===== config.mk =====
export PLATFORM = sky130hd
export DESIGN_NAME = aes_core_arbiter
export DESIGN_NICKNAME = d
export VERILOG_FILES = /design/src/rtl/aes_core_arbiter.sv
export SDC_FILE = /design/constraint.sdc
export NUM_CORES = 1
export LEC_CHECK = 0
export ABC_CLOCK_PERIOD_IN_PS = 2200
export CORE_AREA = 10 10 246 248
export DETAILED_ROUTE_END_ITERATION = 6
export DIE_AREA = 0 0 256 258
export DONT_BUFFER_PORTS = 1
export PLACE_DENSITY = 0.3
export SYNTH_ARGS = -nofsm -noshare
export SYNTH_HDL_FRONTEND = slang
export SYNTH_SLANG_ARGS = --single-unit

===== constraint.sdc =====
create_clock -name clk -period 2.2 [get_ports clk]
set_input_delay 0.33 -clock clk [delete_from_list [all_inputs] [get_ports clk]]
set_output_delay 0.33 -clock clk [all_outputs]
set_load 0.02 [all_outputs]

===== src/rtl/aes_core_arbiter.sv =====
// aes_core_arbiter
// ----------------
// Shares one AES-128 encrypt core between N_REQ requesters. A round-robin
// pick chooses the next requester and latches its 128-bit block. The arbiter
// then pulses aes_start, waits for aes_done and returns the result to the
// requester that won. A watchdog and a flush input make sure an aborted frame
// or a stalled core always returns the arbiter to IDLE.
//
// Ports
//   clk          system clock
//   g_rst        synchronous active-high reset
//   req          per-requester request level (held until its gnt)
//   req_data     plaintext blocks, requester i at [128*i+127 : 128*i]
//   gnt          one-cycle one-hot grant pulse
//   rsp_valid    one-cycle one-hot result pulse
//   rsp_data     result block, held until the next result
//   busy         high whenever the arbiter is not IDLE
//   owner        index of the current or last granted requester
//   aes_start    one-cycle start pulse to the core
//   aes_datain   block presented to the core
//   aes_done     core completion pulse
//   aes_dataout  core result, sampled in the aes_done cycle
//   flush        abort the in-flight operation
//   err_timeout  one-cycle pulse on watchdog expiry
module aes_core_arbiter #(
  parameter int N_REQ   = 2,
  parameter int TIMEOUT = 64,
  parameter int IDW     = 3
) (
  input  logic                 clk,
  input  logic                 g_rst,
  input  logic [N_REQ-1:0]     req,
  input  logic [128*N_REQ-1:0] req_data,
  output logic [N_REQ-1:0]     gnt,
  output logic [N_REQ-1:0]     rsp_valid,
  output logic [127:0]         rsp_data,
  output logic                 busy,
  output logic [IDW-1:0]       owner,
  output logic                 aes_start,
  output logic [127:0]         aes_datain,
  input  logic                 aes_done,
  input  logic [127:0]         aes_dataout,
  input  logic                 flush,
  output logic                 err_timeout
);

  typedef enum logic [1:0] {
    ST_IDLE,
    ST_ISSUE,
    ST_WAIT
  } state_t;

  localparam logic [7:0] TLAST = 8'(TIMEOUT - 1);

  state_t           state;
  state_t           state_next;
  logic [IDW-1:0]   last;
  logic [7:0]       timer;
  logic [7:0]       timer_next;

  logic [IDW-1:0]   sel;
  logic [IDW-1:0]   sel_hi;
  logic [IDW-1:0]   sel_lo;
  logic             hit_hi;
  logic [127:0]     sel_data;
  logic [N_REQ-1:0] sel_onehot;
  logic [N_REQ-1:0] owner_onehot;

  logic [N_REQ-1:0] gnt_next;
  logic [N_REQ-1:0] rsp_valid_next;
  logic             start_next;
  logic             tout_next;
  logic             load_grant;
  logic             load_rsp;

  // Round-robin pick: the lowest requester above 'last' wins. If there is
  // none, the lowest requester overall wins (wrap). The loop runs downward so
  // that the final assignment in each class is the lowest index.
  always_comb begin
    sel_hi = '0;
    sel_lo = '0;
    hit_hi = 1'b0;
    for (int i = N_REQ - 1; i >= 0; i--) begin
      if (req[i]) begin
        sel_lo = IDW'(i);
        if (IDW'(i) > last) begin
          sel_hi = IDW'(i);
          hit_hi = 1'b1;
        end
      end
    end
    sel = hit_hi ? sel_hi : sel_lo;
  end

  // Block mux and one-hot decodes use constant loop indices, so the index
  // width never has to match the vector size.
  always_comb begin
    sel_data     = '0;
    sel_onehot   = '0;
    owner_onehot = '0;
    for (int i = 0; i < N_REQ; i++) begin
      if (IDW'(i) == sel) begin
        sel_data      = req_data[128*i +: 128];
        sel_onehot[i] = 1'b1;
      end
      if (IDW'(i) == owner) begin
        owner_onehot[i] = 1'b1;
      end
    end
  end

  // Next-state logic and next values of the registered pulses.
  // Flush outranks aes_done, and aes_done outranks the watchdog.
  always_comb begin
    state_next     = state;
    timer_next     = timer;
    gnt_next       = '0;
    rsp_valid_next = '0;
    start_next     = 1'b0;
    tout_next      = 1'b0;
    load_grant     = 1'b0;
    load_rsp       = 1'b0;
    case (state)
      ST_IDLE: begin
        if (|req) begin
          gnt_next   = sel_onehot;
          load_grant = 1'b1;
          state_next = ST_ISSUE;
        end
      end
      ST_ISSUE: begin
        if (flush) begin
          state_next = ST_IDLE;
        end else begin
          start_next = 1'b1;
          timer_next = '0;
          state_next = ST_WAIT;
        end
      end
      ST_WAIT: begin
        if (flush) begin
          state_next = ST_IDLE;
        end else if (aes_done) begin
          rsp_valid_next = owner_onehot;
          load_rsp       = 1'b1;
          state_next     = ST_IDLE;
        end else if (timer == TLAST) begin
          tout_next  = 1'b1;
          state_next = ST_IDLE;
        end else begin
          timer_next = timer + 8'd1;
        end
      end
      default: begin
        state_next = ST_IDLE;
      end
    endcase
  end

  // State register, pulse outputs and data registers.
  always_ff @(posedge clk) begin
    if (g_rst) begin
      state       <= ST_IDLE;
      timer       <= '0;
      last        <= IDW'(N_REQ - 1);
      owner       <= '0;
      gnt         <= '0;
      rsp_valid   <= '0;
      aes_start   <= 1'b0;
      err_timeout <= 1'b0;
      rsp_data    <= '0;
      aes_datain  <= '0;
    end else begin
      state       <= state_next;
      timer       <= timer_next;
      gnt         <= gnt_next;
      rsp_valid   <= rsp_valid_next;
      aes_start   <= start_next;
      err_timeout <= tout_next;
      if (load_grant) begin
        aes_datain <= sel_data;
        owner      <= sel;
        last       <= sel;
      end
      if (load_rsp) begin
        rsp_data <= aes_dataout;
      end
    end
  end

  assign busy = (state != ST_IDLE);

endmodule


==> qor.csv, run 1 <==
stage;metric;value;unit
status;outcome;complete, no violations;
route;finalWirelength;48120;um
logic_synthesis;synth_most_common_cell;dfxtp_1;
floorplan;die_w;256;um
layout;final_core_util;0.2616;
route;route.vias.total;9109;
logic_synthesis;postSynth.asyncResetShare;0;
layout;stdcell_count;2128;
clock_tree;cts_max_level;2;
clock_tree;cts_root_buffer;clkbuf_16;
logic_synthesis;synth_top_family_by_area;compound AO/OA/AOI/OAI gates;
route;antenna_left;0;
worst_setup_path;critPathArrivalTime;2.56;ns
logic_synthesis;ys_warn_count;0;
placed_design;io_buffers;0;
placed_design;place_hpwl;33060;um
layout;area_growth;36.78;%
sta;fin_crit;2.088;ns
sta;skew;0.01537;ns
placed_design;dp.cells;1883;
logic_synthesis;synth-edff-count;0;
logic_synthesis;synth_cells;1216;
run;max_cap_viol_count;0;
worst_hold_path;hold_start;aes_dataout[112];
logic_synthesis;synth_common_cells;dfxtp_1, nand2_1, nor2_1, a21oi_1, mux2i_1;
worst_setup_path;startpoint;state[1];
power;power.density;889.8;mW/mm^2
route;drc;0;
placed_design;post_dp_cell_area;0.01145;sq mm
clock_tree;clock_latency;0.53;ns
worst_setup_path;rr_startpoint;state[1];
clock_tree;cts-buffers-inserted;35;
power;clkPwrFrac;0.448;
power;vdd_drop_max;331.3;uV
worst_setup_path;reg2regPathDepth;8;
worst_setup_path;cp.buffers_inverters;4;
floorplan;rows;87;
route;drtPass1Iterations;4;
grt;grt_pass1_vias;9252;
power;seqPwrFrac;0.456;
power;p_sw_frac;0.2766;
sta;worstMarginPinSlew;0.7694;ns
logic_synthesis;synth.area.mux_share;0.1211;
worst_setup_path;cp_top_family;buffers and inverters;
logic_synthesis;avgSynthCellArea;8.767;sq um
logic_synthesis;yosys.area_share.simple;0.1560;
floorplan;die_area;0.06605;sq mm
logic_synthesis;synth-seq-area-share;0.5146;
worst_setup_path;path_max_fanout;32;
placed_design;gp_congestion;0.7539;
floorplan;io_pins;656;
worst_setup_path;required;2.67;ns
logic_synthesis;synth_cell_types;41;
clock_tree;cts.sinks;274;
layout;final_nets;1741;
floorplan;core;0.05573;sq mm
worst_setup_path;startpoint_type;flip-flop;
route;drtIter0Drc;364;
layout;fin_area;0.01458;sq mm
logic_synthesis;mappedNetlistArea;0.01066;sq mm
grt;grt_max_degree;273;
grt;globalRouteTotalUtil;0.1267;
layout;drive_gt1_frac;0.06341;
route;routedWlPerCell;22.61;um
sta;fmax;479.0;MHz
logic_synthesis;synth_xor_area_frac;0;
floorplan;initial_core_util;0.1913;
route;avgViaCountPerCell;4.281;
logic_synthesis;yosys.area.top_type;dfxtp_1;
grt;grt_antenna_before_repair;0;
worst_setup_path;slowest_stage;dlygate4sd3_1;
floorplan;die_h;258;um
worst_setup_path;cp.depth;8;
layout;antenna_cells;0;
worst_setup_path;timing.critical_path.mode_cell;buf_4;
grt;grt_pass1_wl;64180;um
power;power.internal;9385;uW
logic_synthesis;ys.flop_type;dfxtp_1;
clock_tree;clk_pin_slew;0.06;ns
logic_synthesis;synth_top_area_share;0.5146;
worst_hold_path;whs_path_depth;2;
logic_synthesis;synthAdderAreaFrac;0.001174;
sta;slew_viol_final;0;
sta;setup_viol;0;
clock_tree;cts_tree;done;
sta;hold_viol_final;0;
logic_synthesis;synth_seq_cells;274;
worst_setup_path;endpoint_kind;flip-flop;
worst_hold_path;hold_path.class;primary input to flip-flop;
worst_setup_path;critical_path_class;flip-flop to flip-flop;
clock_tree;clockBufferDepth;3;
worst_setup_path;worstPathCellList;nor2b_1, buf_4, nand3b_1, buf_4, buf_12, nand2_1, a21oi_1, dlygate4sd3_1;
power;power_leakage;0.005323;uW
worst_setup_path;cpPeakStageDelay;0.57;ns
grt;overflow;0;
sta;slew_headroom;0.4854;
power;switchingPower;3589;uW
sta;period_share;0.9490;
sta;setup_tns;0;ns
power;p_comb_frac;0.096;
logic_synthesis;synth_compound_gate_area_share;0.1656;
logic_synthesis;ys_top_cells_by_area;dfxtp_1, mux2i_1, nand2_1;
[power groups by stage]
stage | registers [uW] | logic [uW] | clock network, uW
finish | 5920 | 1240 | 5810
global route | 5970 | 1390 | 6210
CTS | 5950 | 1110 | 6060
detailed placement | 6050 | 952 | 0
global placement | 6070 | 935 | 0
floorplan | 5860 | 810 | 0
[cell usage in the layout, fill, tap and decap left out, types with 3 or more instances in the layout]
cell type and count:
a211oi_1 128, a21oi_1 130, a31oi_1 6, buf_12 9, buf_16 3, buf_4 9
clkbuf_1 8, clkbuf_16 41, clkbuf_8 7, clkinv_2 3, dfxtp_1 273, dlygate4sd3_1 173
mux2i_1 129, nand2_1 260, nand4_1 3, nor2_1 138, o21ai_1 3
[registers in the layout (all words and copies together) (netlist names)]
| name | flops |
|---|---|
| state | 2 |
| rsp_data | 128 |
| err_timeout | 1 |
| aes_datain | 128 |
| rsp_valid | 2 |
| last | 1 |
| gnt | 2 |
| timer | 8 |
| owner | 1 |
| aes_start | 1 |
[layout make-up]
class | instances | area [sq um]
multi-input cells | 835 | 4785
repair buffers | 202 | 2215
well taps | 756 | 945.9
fillers | 6063 | 41150
flip-flops and latches | 274 | 5487
clock inverters | 7 | 90.09
inverters | 2 | 7.507
clock buffers | 52 | 1052
[worst register-to-register path: stages, from the launching register on]
cell and delay, ns:
dfxtp_2 0.36, nor2b_1 0.13, buf_4 0.16, nand3b_1 0.15
buf_4 0.19, buf_12 0.24, nand2_1 0.09, a21oi_1 0.14
dlygate4sd3_1 0.57
[per-layer routing]
metal / vias up / GRT usage / wire (um)
met1: 4163 / 0.1323 / 17410
met2: 416 / 0.2214 / 24090
met3: 53 / 0.06515 / 5683
li1: 4477 / - / -
met4: 0 / 0.03323 / 937
met5: - / 0 / 0
[final timing paths]
kind / slack [ns] / to
max: 0.11 / rsp_data[3]
min: 0.03 / rsp_data[112]
max reg2reg: 0.11 / rsp_data[3]
min reg2reg: 0.51 / timer[6]
[kinds of logic after synthesis]
| logic type | count (synthesis) |
|---|---|
| AOI/OAI and AO/OA | 280 |
| adders and majority gates | 1 |
| buffers and inverters | 108 |
| DFF | 274 |
| muxes | 129 |
| other | 1 |
| and+or+nand+nor | 423 |
[through the flow]
stage | hold slack [ns] | setup WS [ns] | total power [uW]
5_1_grt | 0.01759 | -0.01177 | 13560
3_5_place_dp | 0.4373 | 0.2829 | 7005
4_1_cts | -0.1464 | 0.01216 | 13110
2_1_floorplan | 0.4421 | 0.3344 | 6667
6_report | 0.03224 | 0.1121 | 12970
3_3_place_gp | 0.4339 | 0.2825 | 7006
[what timing repair did]
action | in CTS | in global routing
resized for setup | 0 | 19
endpoints found under the setup margin | 0 | 81
hold endpoints to repair | 266 | 68
hold buffers | 140 | 35
setup buffers | 0 | 4
Power figures use the tool's default switching activity.
==> run 2: changes to the inputs <==
Settings changed: CTS_BUF_LIST from default to sky130_fd_sc_hd__clkbuf_16.
==> run 2 against run 1 <==
Via count increased by 1.4%. Clock-buffer cell count decreased by 15. Clock power decreased by 4.8%. Flip-flop and latch count unchanged. Power decreased by 1.8%. Sequential share of layout area about the same. First-iteration DRC count increased by 7.4%. Final cell count increased by 0.28%. Highest routed layer unchanged. Critical path depth unchanged.
==> qor.csv, run 2 (synthesis results as in run 1) <==
stage;metric;value;unit
route;drc;0;
clock_tree;cts-buffers-inserted;35;
route;avgViaCountPerCell;4.327;
floorplan;core;0.05573;sq mm
worst_setup_path;r2r_setup_slack;0.09;ns
clock_tree;clk_pin_slew;0.06;ns
grt;globalRouteTotalUtil;0.1266;
grt;grt_antenna_before_repair;2;
worst_setup_path;path_max_fanout;32;
grt;grt_pass1_wl;64140;um
grt;overflow;0;
placed_design;gp_congestion;0.7539;
sta;hold_viol_final;0;
layout;final_common_cell;dfxtp_1;
power;vdd_drop_max;329.6;uV
worst_setup_path;startpoint_type;flip-flop;
layout;area_growth;36.81;%
floorplan;io_pins;656;
clock_tree;cts_max_level;2;
floorplan;rows;87;
layout;stdcell_count;2134;
worst_hold_path;hold_path.class;primary input to flip-flop;
sta;fmax;474.1;MHz
clock_tree;clockBufferDepth;3;
route;finalWirelength;49850;um
power;power_leakage;0.005350;uW
sta;slew_viol_final;0;
sta;fin_crit;2.109;ns
sta;worstMarginPinSlew;0.8465;ns
layout;final_nets;1746;
sta;period_share;0.9587;
floorplan;initial_core_util;0.1913;
sta;setup_viol;0;
clock_tree;clock_latency;0.53;ns
run;max_cap_viol_count;0;
layout;drive_gt1_frac;0.05955;
layout;final_core_util;0.2617;
clock_tree;cts_root_buffer;clkbuf_16;
route;antenna_left;0;
worst_setup_path;endpoint_kind;flip-flop;
placed_design;post_dp_cell_area;0.01145;sq mm
placed_design;place_hpwl;33060;um
status;outcome;complete, no violations;
route;drtIter0Drc;391;
placed_design;dp.cells;1883;
layout;num-fill-cells;6058;
route;drtPass1Iterations;4;
clock_tree;cts.sinks;274;
worst_setup_path;critical_path_class;flip-flop to flip-flop;
floorplan;die_w;256;um
power;power.density;873.4;mW/mm^2
layout;layout_common_cells;dfxtp_1, nand2_1, dlygate4sd3_1;
sta;skew;0.01377;ns
grt;grt_pass1_vias;9229;
worst_setup_path;required;2.67;ns
grt;grt_max_degree;273;
worst_setup_path;critPathArrivalTime;2.58;ns
clock_tree;cts_tree;done;
layout;reg.largest.list;aes_datain: 128 flops, rsp_data: 128 flops, timer: 8 flops;
route;routedWlPerCell;23.36;um
floorplan;die_h;258;um
layout;fin_area;0.01458;sq mm
sta;slew_headroom;0.4338;
route;route.vias.total;9234;
floorplan;die_area;0.06605;sq mm
placed_design;io_buffers;0;
## run 2: changes by cell type in the layout (fill, tap and decap cells not counted), sizes merged
cell	previous run	this run
dlygate4sd3	173	176
diode	0	1
inv	2	10
clkbuf	56	41
clkinv	3	10
buf	25	27
## run 2: power breakdown
part | leakage (uW) | internal [uW] | total [uW] | switching, uW
sequential | 0.00224 | 5260 | 5920 | 661
combinational | 0.00256 | 606 | 1290 | 682
clock | 0.000550 | 3250 | 5530 | 2280
total | 0.00535 | 9110 | 12700 | 3630
## run 2: what timing repair did
| action | CTS | global route |
|---|---|---|
| hold buffers | 139 | 41 |
| endpoints found under the setup margin | 0 | 81 |
| resized for setup | 0 | 19 |
| hold endpoints to repair | 265 | 67 |
| setup buffers | 0 | 4 |
## run 2: worst max-delay path, cell delays in order (launching register included)
cell and delay [ns]:
dfxtp_2 0.36, nor2b_1 0.13, buf_4 0.16, nand3b_1 0.15, buf_4 0.19, buf_12 0.23, nand2_1 0.08, a21oi_1 0.17
dlygate4sd3_1 0.57
## run 2: path summary, 6_finish.rpt
| path | startpoint | depth (start not counted) | endpoint |
|---|---|---|---|
| worst min register to register | timer[6] | 1 | timer[6] |
| worst max register to register | state[1] | 8 | rsp_data[0] |
| worst min-delay path | aes_dataout[112] | 2 | rsp_data[112] |
| worst max-delay path | state[1] | 8 | rsp_data[0] |
## run 2: per-layer routing
layer	share of wire	wire length, um	GRT usage	vias up
li1	-	-	-	4479
met1	0.37	18420	0.1323	4263
met2	0.49	24530	0.2212	436
met3	0.12	5862	0.06515	56
met4	0.021	1037	0.03306	0
met5	0	0	0	-
## run 2: layout make-up
cell class / instances / area (sq um) / share of cell area
Sequential cell: 274 / 5487 / 0.3762
Multi-Input combinational cell: 835 / 4785 / 0.3281
Timing Repair Buffer: 207 / 2285 / 0.1567
Tap cell: 756 / 945.9 / 0.06486
Clock buffer: 37 / 925.9 / 0.06349
Clock inverter: 22 / 146.4 / 0.01004
Inverter: 2 / 7.507 / 0.0005148
Antenna cell: 1 / 2.502 / 0.0001716
## run 2: stage by stage
stage               hold WS (ns)  power [uW]  setup TNS [ns]  setup slack (ns)
detailed placement        0.4373        7005               0            0.2829
global placement          0.4339        7006               0            0.2825
finish                   0.03194       12740               0           0.09096
global route             0.02271       13320        -0.01560         -0.009348
floorplan                 0.4421        6667               0            0.3344
CTS                      -0.1466       12820               0           0.01216
==> run 3: changes to the inputs <==
Settings changed: HOLD_SLACK_MARGIN from default to 0.02.
==> run 3 against run 2 <==
Worst setup slack better by 0.012 ns. Final cell count about the same. Non-clock buffer count up 1. Fmax is 0.59% higher. First-iteration DRC count fell by 3.8%. Routed wire length down 3.8%. Sequential power about the same. Critical path type unchanged. Highest routed layer unchanged.
==> qor.csv, run 3 (synthesis results as in run 1) <==
stage;metric;value;unit
status;outcome;complete, no violations;
route;avgViaCountPerCell;4.336;
clock_tree;cts.sinks;274;
route;route.vias.total;9257;
route;routedWlPerCell;22.47;um
route;antenna_left;0;
worst_setup_path;startpoint_type;flip-flop;
layout;final_nets;1747;
worst_hold_path;hold_path.class;primary input to flip-flop;
layout;area_growth;36.71;%
sta;fin_crit;2.097;ns
worst_setup_path;critPathArrivalTime;2.57;ns
route;top_layer_used;met4;
route;wl_met1;17370;um
worst_setup_path;r2r_setup_slack;0.10;ns
layout;register_area;0.005487;sq mm
route;drc;0;
placed_design;gp_congestion;0.7539;
clock_tree;clockBufferDepth;3;
worst_hold_path;hold_end;rsp_data[112];
sta;setup_viol;0;
placed_design;post_dp_cell_area;0.01145;sq mm
sta;fmax;477.0;MHz
worst_setup_path;reg2regPathDepth;7;
floorplan;rows;87;
grt;grt_pass1_vias;9239;
sta;period_share;0.9530;
grt;grt_max_degree;273;
worst_setup_path;startpoint;state[0];
worst_setup_path;r2r-end;rsp_data[113];
worst_setup_path;endpoint_kind;flip-flop;
floorplan;die_w;256;um
grt;grt_pass1_wl;64190;um
placed_design;io_buffers;0;
layout;final_common_cell;dfxtp_1;
placed_design;pre_cts_ws;0.2829;ns
sta;slew_viol_final;0;
grt;grt_antenna_before_repair;0;
clock_tree;cts-buffers-inserted;35;
sta;worstMarginPinSlew;0.5726;ns
power;power.density;872.5;mW/mm^2
worst_hold_path;whs_path_depth;2;
layout;num-fill-cells;6071;
clock_tree;clk_pin_slew;0.06;ns
sta;skew;0.01636;ns
sta;hold_viol_final;0;
power;power_leakage;0.005354;uW
route;drtPass1Iterations;4;
worst_setup_path;required;2.67;ns
layout;multi_input_area;0.004785;sq mm
route;finalWirelength;47970;um
layout;drive_gt1_frac;0.05806;
power;vdd_drop_max;331.7;uV
grt;globalRouteTotalUtil;0.1267;
worst_hold_path;hold_start;aes_dataout[112];
worst_setup_path;rr_startpoint;state[0];
floorplan;io_pins;656;
floorplan;initial_core_util;0.1913;
clock_tree;cts_tree;done;
worst_setup_path;path_max_fanout;16;
layout;fin_area;0.01457;sq mm
layout;reg.largest.list;aes_datain: 128 flops, rsp_data: 128 flops, timer: 8 flops;
route;wl_met2;24440;um
layout;final_core_util;0.2615;
layout;layout_common_cells;dfxtp_1, nand2_1, dlygate4sd3_1;
clock_tree;cts_max_level;2;
worst_setup_path;critical_path_class;flip-flop to flip-flop;
placed_design;place_hpwl;33060;um
floorplan;core;0.05573;sq mm
sta;slew_headroom;0.6182;
route;drtIter0Drc;376;
clock_tree;clock_latency;0.53;ns
clock_tree;cts_root_buffer;clkbuf_16;
route;wl_met3;5300;um
floorplan;die_h;258;um
sta;worst_slack;0.1034;ns
run;max_cap_viol_count;0;
grt;overflow;0;
floorplan;die_area;0.06605;sq mm
## run 3: cell types whose count changed in the layout (fill, tap and decap cells not counted)
cell / change
buf_12: -2
dlygate4sd3_1: +3
## run 3: worst max-delay path, cell delays in order, from the launching register on
cell	delay [ns]
dfxtp_1	0.36
nand2b_4	0.20
nor3b_4	0.33
buf_4	0.20
buf_8	0.17
nand2_1	0.08
a21oi_1	0.13
dlygate4sd3_1	0.57
## run 3: metrics by stage
step / hold slack [ns] / cells / TNS, ns / total power (uW)
after floorplan: 0.4421 / 1217 / 0 / 6667
after global placement: 0.4339 / 1883 / 0 / 7006
after detailed placement: 0.4373 / 1883 / 0 / 7005
after CTS: -0.1466 / 2082 / 0 / 12820
after global routing: 0.02380 / 2134 / -0.01509 / 13310
final: 0.03417 / 2135 / 0 / 12720
## run 3: layout make-up
cell class	instances	share of cell area
Clock buffer	37	0.06353
Timing Repair Buffer	208	0.1561
Sequential cell	274	0.3765
Multi-Input combinational cell	835	0.3283
Tap cell	756	0.06490
Inverter	2	0.0005151
Clock inverter	22	0.01004
Antenna cell	1	0.0001717
## run 3: where the power goes
part	internal [uW]	total (uW)	switching (uW)
sequential	5260	5920	662
combinational	612	1270	661
clock	3250	5520	2270
total	9120	12700	3600
## run 3: repair_timing
| action | CTS | global route |
|---|---|---|
| setup buffers | 0 | 4 |
| gates resized for setup | 0 | 19 |
| hold buffers | 140 | 41 |
| setup endpoints to repair | 0 | 81 |
| endpoints found under the hold margin | 266 | 112 |
## run 3: how the worst max path moves through the flow
stage / endpoint / slack, ns / depth (start not counted)
3_3_place_gp: timer[3] / 0.28 / 5
6_report: rsp_data[113] / 0.10 / 7
5_1_grt: rsp_valid[1] / -0.009 / 7
2_1_floorplan: timer[3] / 0.33 / 6
3_5_place_dp: timer[3] / 0.28 / 5
4_1_cts: aes_datain[12] / 0.01 / 6
## run 3: per-layer routing
metal | vias to the layer above | global-route usage
met5 | - | 0
met4 | 0 | 0.03306
met3 | 48 | 0.06476
met2 | 433 | 0.2213
met1 | 4284 | 0.1326
li1 | 4492 | -
